[src/rtl/core_pkg.sv]
// Shared definitions for the pipeline hazard/forwarding logic: forward-select
// encodings and the hazard FSM state type.
package core_pkg;

    // Operand source seen by the EX-stage muxes.
    localparam logic [1:0] FWD_REG   = 2'b00;  // register file (write-through)
    localparam logic [1:0] FWD_EXMEM = 2'b10;  // result sitting in EX_MEM
    localparam logic [1:0] FWD_MEMWB = 2'b01;  // result sitting in MEM_WB

    // Hazard controller states.
    typedef enum logic [1:0] {
        RUN      = 2'b00,
        LU_STALL = 2'b01,
        MEM_WAIT = 2'b10
    } hz_state_e;

endpackage : core_pkg

[src/rtl/hazard_forward_unit_fwd_match.sv]
// Per-channel comparator and priority encoder: decides where one ID-stage
// source operand should come from once it reaches EX, and flags load-use
// conflicts against a load in ID_EX (near) or EX_MEM (far).
module fwd_match
    import core_pkg::*;
#(
    parameter int REG_AW = 5
) (
    input  logic [REG_AW-1:0] src_i,
    input  logic              used_i,
    input  logic [REG_AW-1:0] rd_id_ex_i,
    input  logic              we_id_ex_i,
    input  logic              ld_id_ex_i,
    input  logic [REG_AW-1:0] rd_ex_mem_i,
    input  logic              we_ex_mem_i,
    input  logic              ld_ex_mem_i,
    output logic [1:0]        sel_o,
    output logic              lu_near_o,
    output logic              lu_far_o
);

    localparam logic [REG_AW-1:0] REG_ZERO = {REG_AW{1'b0}};

    logic hit_id_ex_s;
    logic hit_ex_mem_s;

    // Raw register-address hits; register 0 is hard-wired and never matches.
    always_comb begin
        hit_id_ex_s  = used_i & we_id_ex_i & (rd_id_ex_i != REG_ZERO)
                       & (src_i == rd_id_ex_i);
        hit_ex_mem_s = used_i & we_ex_mem_i & (rd_ex_mem_i != REG_ZERO)
                       & (src_i == rd_ex_mem_i);
    end

    // Nearest producer wins; a load in ID_EX cannot forward, it stalls instead.
    always_comb begin
        sel_o     = FWD_REG;
        lu_near_o = 1'b0;
        lu_far_o  = 1'b0;
        if (hit_id_ex_s && !ld_id_ex_i) begin
            sel_o = FWD_EXMEM;
        end else if (hit_ex_mem_s) begin
            sel_o = FWD_MEMWB;
        end else begin
            sel_o = FWD_REG;
        end
        lu_near_o = hit_id_ex_s & ld_id_ex_i;
        lu_far_o  = hit_ex_mem_s & ld_ex_mem_i;
    end

endmodule : fwd_match

[src/rtl/hazard_forward_unit.sv]
// Forwarding and hazard unit for the pipelined MIPS core. Registers per-source
// forward selects aligned to EX, inserts load-use bubbles, freezes the pipe on
// a data-memory wait and counts stall cycles.
module hazard_forward_unit
    import core_pkg::*;
#(
    parameter int REG_AW   = 5,
    parameter int NUM_SRC  = 2,
    parameter int LOAD_LAT = 1,
    parameter int CNT_W    = 16
) (
    input  logic                      Clk,
    input  logic                      Rst_n,
    input  logic [NUM_SRC*REG_AW-1:0] Src_ID,
    input  logic [NUM_SRC-1:0]        SrcUsed_ID,
    input  logic [REG_AW-1:0]         Rd_ID_EX,
    input  logic                      RegWrite_ID_EX,
    input  logic                      MemRead_ID_EX,
    input  logic [REG_AW-1:0]         Rd_EX_MEM,
    input  logic                      RegWrite_EX_MEM,
    input  logic                      MemRead_EX_MEM,
    input  logic                      Mem_busy,
    output logic [2*NUM_SRC-1:0]      Fwd_EX,
    output logic                      Stall,
    output logic                      Bubble,
    output logic                      Freeze,
    output logic [CNT_W-1:0]          Stall_count
);

    localparam logic [1:0]         LAT_NEAR = 2'(LOAD_LAT);
    localparam logic [CNT_W-1:0]   CNT_MAX  = {CNT_W{1'b1}};
    localparam logic [CNT_W-1:0]   CNT_ONE  = {{(CNT_W-1){1'b0}}, 1'b1};
    localparam logic [2*NUM_SRC-1:0] FWD_NONE = {(2*NUM_SRC){1'b0}};

    // Per-channel comparator results.
    logic [2*NUM_SRC-1:0] fwd_sel_s;
    logic [NUM_SRC-1:0]   lu_near_s;
    logic [NUM_SRC-1:0]   lu_far_s;

    // Bubbles demanded by the instruction currently in ID (0 = none).
    logic [1:0] need_s;

    // FSM and datapath registers.
    hz_state_e            state_q, state_d;
    hz_state_e            saved_q, saved_d;
    hz_state_e            eff_s;
    logic [1:0]           bcnt_q, bcnt_d;
    logic [2*NUM_SRC-1:0] fwd_q, fwd_d;
    logic [CNT_W-1:0]     cnt_q, cnt_d;

    // Raw (ungated) control decisions for this cycle.
    logic stall_s;
    logic bubble_s;
    logic freeze_s;

    for (genvar g = 0; g < NUM_SRC; g++) begin : g_ch
        fwd_match #(
            .REG_AW (REG_AW)
        ) u_match (
            .src_i       (Src_ID[g*REG_AW +: REG_AW]),
            .used_i      (SrcUsed_ID[g]),
            .rd_id_ex_i  (Rd_ID_EX),
            .we_id_ex_i  (RegWrite_ID_EX),
            .ld_id_ex_i  (MemRead_ID_EX),
            .rd_ex_mem_i (Rd_EX_MEM),
            .we_ex_mem_i (RegWrite_EX_MEM),
            .ld_ex_mem_i (MemRead_EX_MEM),
            .sel_o       (fwd_sel_s[2*g +: 2]),
            .lu_near_o   (lu_near_s[g]),
            .lu_far_o    (lu_far_s[g])
        );
    end

    // Bubble demand: a load in ID_EX needs the full latency; with a two-cycle
    // load a load already in EX_MEM still needs one more bubble.
    always_comb begin
        need_s = 2'd0;
        if (|lu_near_s) begin
            need_s = LAT_NEAR;
        end else if ((LOAD_LAT == 2) && (|lu_far_s)) begin
            need_s = 2'd1;
        end else begin
            need_s = 2'd0;
        end
    end

    // Hazard FSM next-state and control. MEM_WAIT resumes its saved state in
    // the same cycle memory becomes ready, so no extra dead cycle is added and
    // load-use is re-evaluated immediately after a freeze.
    always_comb begin
        state_d  = state_q;
        saved_d  = saved_q;
        bcnt_d   = bcnt_q;
        stall_s  = 1'b0;
        bubble_s = 1'b0;
        freeze_s = 1'b0;
        if (state_q == MEM_WAIT) begin
            eff_s = saved_q;
        end else begin
            eff_s = state_q;
        end

        if (Mem_busy) begin
            // Memory wait beats load-use: hold everything, bubble counter too.
            freeze_s = 1'b1;
            stall_s  = 1'b1;
            state_d  = MEM_WAIT;
            saved_d  = eff_s;
        end else begin
            case (eff_s)
                RUN: begin
                    if (need_s != 2'd0) begin
                        stall_s  = 1'b1;
                        bubble_s = 1'b1;
                        bcnt_d   = need_s - 2'd1;
                        if (need_s > 2'd1) begin
                            state_d = LU_STALL;
                        end else begin
                            state_d = RUN;
                        end
                    end else begin
                        state_d = RUN;
                    end
                end
                LU_STALL: begin
                    stall_s  = 1'b1;
                    bubble_s = 1'b1;
                    if (bcnt_q <= 2'd1) begin
                        bcnt_d  = 2'd0;
                        state_d = RUN;
                    end else begin
                        bcnt_d  = bcnt_q - 2'd1;
                        state_d = LU_STALL;
                    end
                end
                default: begin
                    bcnt_d  = 2'd0;
                    state_d = RUN;
                end
            endcase
        end
    end

    // Forward-select next value: hold on freeze, clear for a bubble NOP.
    always_comb begin
        fwd_d = fwd_q;
        if (freeze_s) begin
            fwd_d = fwd_q;
        end else if (bubble_s) begin
            fwd_d = FWD_NONE;
        end else begin
            fwd_d = fwd_sel_s;
        end
    end

    // Saturating stall-cycle counter next value.
    always_comb begin
        cnt_d = cnt_q;
        if (stall_s && (cnt_q != CNT_MAX)) begin
            cnt_d = cnt_q + CNT_ONE;
        end else begin
            cnt_d = cnt_q;
        end
    end

    // State, bubble counter, forward selects and perf counter registers.
    always_ff @(posedge Clk or negedge Rst_n) begin
        if (!Rst_n) begin
            state_q <= RUN;
            saved_q <= RUN;
            bcnt_q  <= 2'd0;
            fwd_q   <= FWD_NONE;
            cnt_q   <= {CNT_W{1'b0}};
        end else begin
            state_q <= state_d;
            saved_q <= saved_d;
            bcnt_q  <= bcnt_d;
            fwd_q   <= fwd_d;
            cnt_q   <= cnt_d;
        end
    end

    // Combinational controls are forced low while reset is held so the pipe
    // sees quiet controls immediately, not after the next edge.
    always_comb begin
        if (!Rst_n) begin
            Stall  = 1'b0;
            Bubble = 1'b0;
            Freeze = 1'b0;
        end else begin
            Stall  = stall_s;
            Bubble = bubble_s;
            Freeze = freeze_s;
        end
    end

    assign Fwd_EX      = fwd_q;
    assign Stall_count = cnt_q;

endmodule : hazard_forward_unit

[config.mk]
export PLATFORM = sky130hd
export DESIGN_NAME = hazard_forward_unit
export DESIGN_NICKNAME = d
export VERILOG_FILES = /design/src/rtl/core_pkg.sv /design/src/rtl/hazard_forward_unit_fwd_match.sv /design/src/rtl/hazard_forward_unit.sv
export SDC_FILE = /design/constraint.sdc
export NUM_CORES = 1
export LEC_CHECK = 0
export ABC_AREA = 1
export CELL_PAD_IN_SITES_DETAIL_PLACEMENT = 1
export CELL_PAD_IN_SITES_GLOBAL_PLACEMENT = 2
export CORE_AREA = 2 2 89 91
export DETAILED_ROUTE_END_ITERATION = 16
export DIE_AREA = 0 0 91 93
export GPL_ROUTABILITY_DRIVEN = 0
export MAX_ROUTING_LAYER = met4
export PLACE_DENSITY = 0.91
export REMOVE_ABC_BUFFERS = 1
export SYNTH_ARGS = -nofsm -noshare
export SYNTH_HDL_FRONTEND = slang
export SYNTH_HIERARCHICAL = 1
export SYNTH_SLANG_ARGS = --single-unit
[constraint.sdc]
create_clock -name Clk -period 3.01 [get_ports Clk]
set_input_delay 0.4515 -clock Clk [delete_from_list [all_inputs] [get_ports Clk]]
set_output_delay 0.4515 -clock Clk [all_outputs]
set_load 0.1 [all_outputs]
==> summary.md <==
| Metric | Value |
|---|---|
| Postcts setup bufs | 0 |
| Dpl hpwl | 4.450 mm |
| DR iter-0 viols | 39 |
| Sink Count | 26 |
| Nets | between 300 and 400 |
| Pre-CTS setup slack | just under 0.1 ns |
| Chip height | a little over 90 µm |
| Syn avg cell area | about 6.3 µm² |
| Residual DRC | 0 |
| GR Overflow Total | 0 |
| CP Capture Type | output port |
| Routed len/inst | around 12 µm |
| Num CTS Buffers | 3 |
| Maximum clock frequency | 0.3625 GHz |
| Crit path DAT | 2.31 ns |
| Row Count | 32 |
| GRT Util Overall | around 14% |
| Synth warn | 6 |
| Clk Latency, worst-skew pair | approximately 0.27 ns |
| Worst relative slew slack | approximately 65% |
| Leading cell types in the layout, fill and taps excluded | nand2_1 (133), inv_1 (44), dfrtp_1 (26), nor2_1 (26) |
| Routed WL | 5.545 mm |
| Worst Slack Setup Final | between 0.2 and 0.3 ns |
| Cell area after layout | 2641 µm² |
| Hold Vio Cnt, Final | 0 |
| Critical Path Source Type | primary input |
| Number of global-route vias before repair | 2109 |
| WP data required | 2.56 ns |
| Post-Syn Area | between 1500 and 2000 µm² |
| TritonCTS clock tree | yes |
| First-pass GRT wire length | ~9.5 mm |
| Largest net degree at the start of global routing | 19 |
| Skew final | 0.003494 ns |
| Via count | 2014 |
| Pleak | approximately 1.4 nW |
| Initial Utilization | roughly a quarter |
| Die X | around 91 µm |
| Max-slew violation count | 0 |
| Critical path class | in -> out |
| Crit-path most repeated cell | nor2_1 |
| Drt first pass iters | 4 |
| Pwr Density | 487.7 nW/µm² |
| Hold Crit Class | in -> async |
| Outcome | completed |
| Layout area overhead | 36.99% |
| Post-DR vias/cell | 4.369 |
| Initial antenna violation count | 0 |
| Clock Pin Slew Worst Setup and Hold Paths | around 0.1 ns |
| Worst-path cell chain | clkdlybuf4s50_1, inv_1, a21oi_1, nand3_1, nor2_1, nand2_1, nor2_1, nor2_1, nand3_2, nand2_2, nor3_4, buf_4, buf_12 |
| Syn Inst Count | between 300 and 400 |
| Unrepaired setup endpoints after global routing | no |
| R2R depth | 7 |
| Fraction of layout cells with a size suffix above 1 | around 15% |
| Count of input and output buffers | 50 |
| Root Driver | clkbuf_8 |
| DP Area | approximately 2500 µm² |
| Antenna Violating Nets Remaining | 0 |
| Final setup viols | 0 |
| Crit share post-route | 91.64% |
| # IOs | 52 |
| Most common cell after layout, fill and taps aside | nand2_1 |
| Crit path max fanout | 3 |
| CTS H-tree depth | 1 |
| Measured slew at the worst slew-check pin | around 0.53 ns |
| Inserted Diodes | 0 |
| Die footprint | between 8000 and 9000 µm² |
| Peak VDD IR | between 0.2 and 0.25 mV |
| Minimum clock period | around 2.8 ns |
| Core ar. | 7527 µm² |
| Max-cap violations | 0 |
| Max stage delay on crit path | around 0.5 ns |
| Slowest cell on the critical path | clkdlybuf4s50_1 |
| Maximum root-to-sink buffer count | 2 |
[through the flow]
| step | hold slack [ns] | setup TNS, ns | total power, W | std cells | utilization, % |
|---|---|---|---|---|---|
| detailed placement | 0.4815 | 0 | 0.0009997 | 457 | 33.73 |
| global route | 0.4482 | 0 | 0.001361 | 461 | 35.09 |
| floorplan | 0.1559 | -0.6078 | 0.0008296 | 301 | - |
| CTS | 0.4483 | 0 | 0.001301 | 461 | 34.67 |
| global placement | 0.4580 | 0 | 0.0009885 | 457 | 33.73 |
| finish | 0.4459 | 0 | 0.001288 | 461 | 35.09 |
[path summary, 6_finish.rpt]
check | startpoint | to | slack, ns
max in group asynchronous | Rst_n | Stall_count[8] | 1.99
min in group Clk | bcnt_q[1] | bcnt_q[1] | 0.50
max | Src_ID[1] | Bubble | 0.25
min reg2reg | bcnt_q[1] | bcnt_q[1] | 0.50
min | Rst_n | saved_q[0] | 0.45
max reg2reg | Stall_count[0] | Stall_count[8] | 1.30
[metal layers]
layer,routed length [µm],GRT usage (%),up-vias
met4,33,1.894,0
li1,-,-,1029
met5,0,-,-
met3,170,1.692,2
met1,2574,16.73,953
met2,2766,25.43,30
[worst max-delay path: cells and delay by family]
family | cells | cell delay (ns)
AOI/OAI and AO/OA | 1 | 0.14
buffers and inverters | 4 | 0.90
and+or+nand+nor | 8 | 0.82
[area by class of cell]
cell class	count	area, µm²
fillers	999	4886
multi-input cells	227	1094
repair buffers	54	518.0
flip-flops and latches	26	650.6
clock inverters	1	30.03
clock buffers	3	41.29
inverters	48	180.2
well taps	102	127.6
[sequential cells by signal (all words and copies together) (netlist names)]
name,count
Fwd_EX,4
Stall_count,16
saved_q,2
state_q,2
bcnt_q,2
[power by group]
part	switching [W]	internal (W)	total [W]
sequential	0.0000544	0.000385	0.000439
combinational	0.000400	0.000150	0.000551
clock	0.000121	0.000178	0.000299
total	0.000575	0.000713	0.00129
[what timing repair did]
item / 4_1_cts / 5_1_grt
resized for setup: 0 / 9
hold buffers: 0 / 0
setup endpoints to repair: 0 / 1
hold endpoints to repair: 0 / 0
Note: power is estimated with default switching activity, not from simulation.
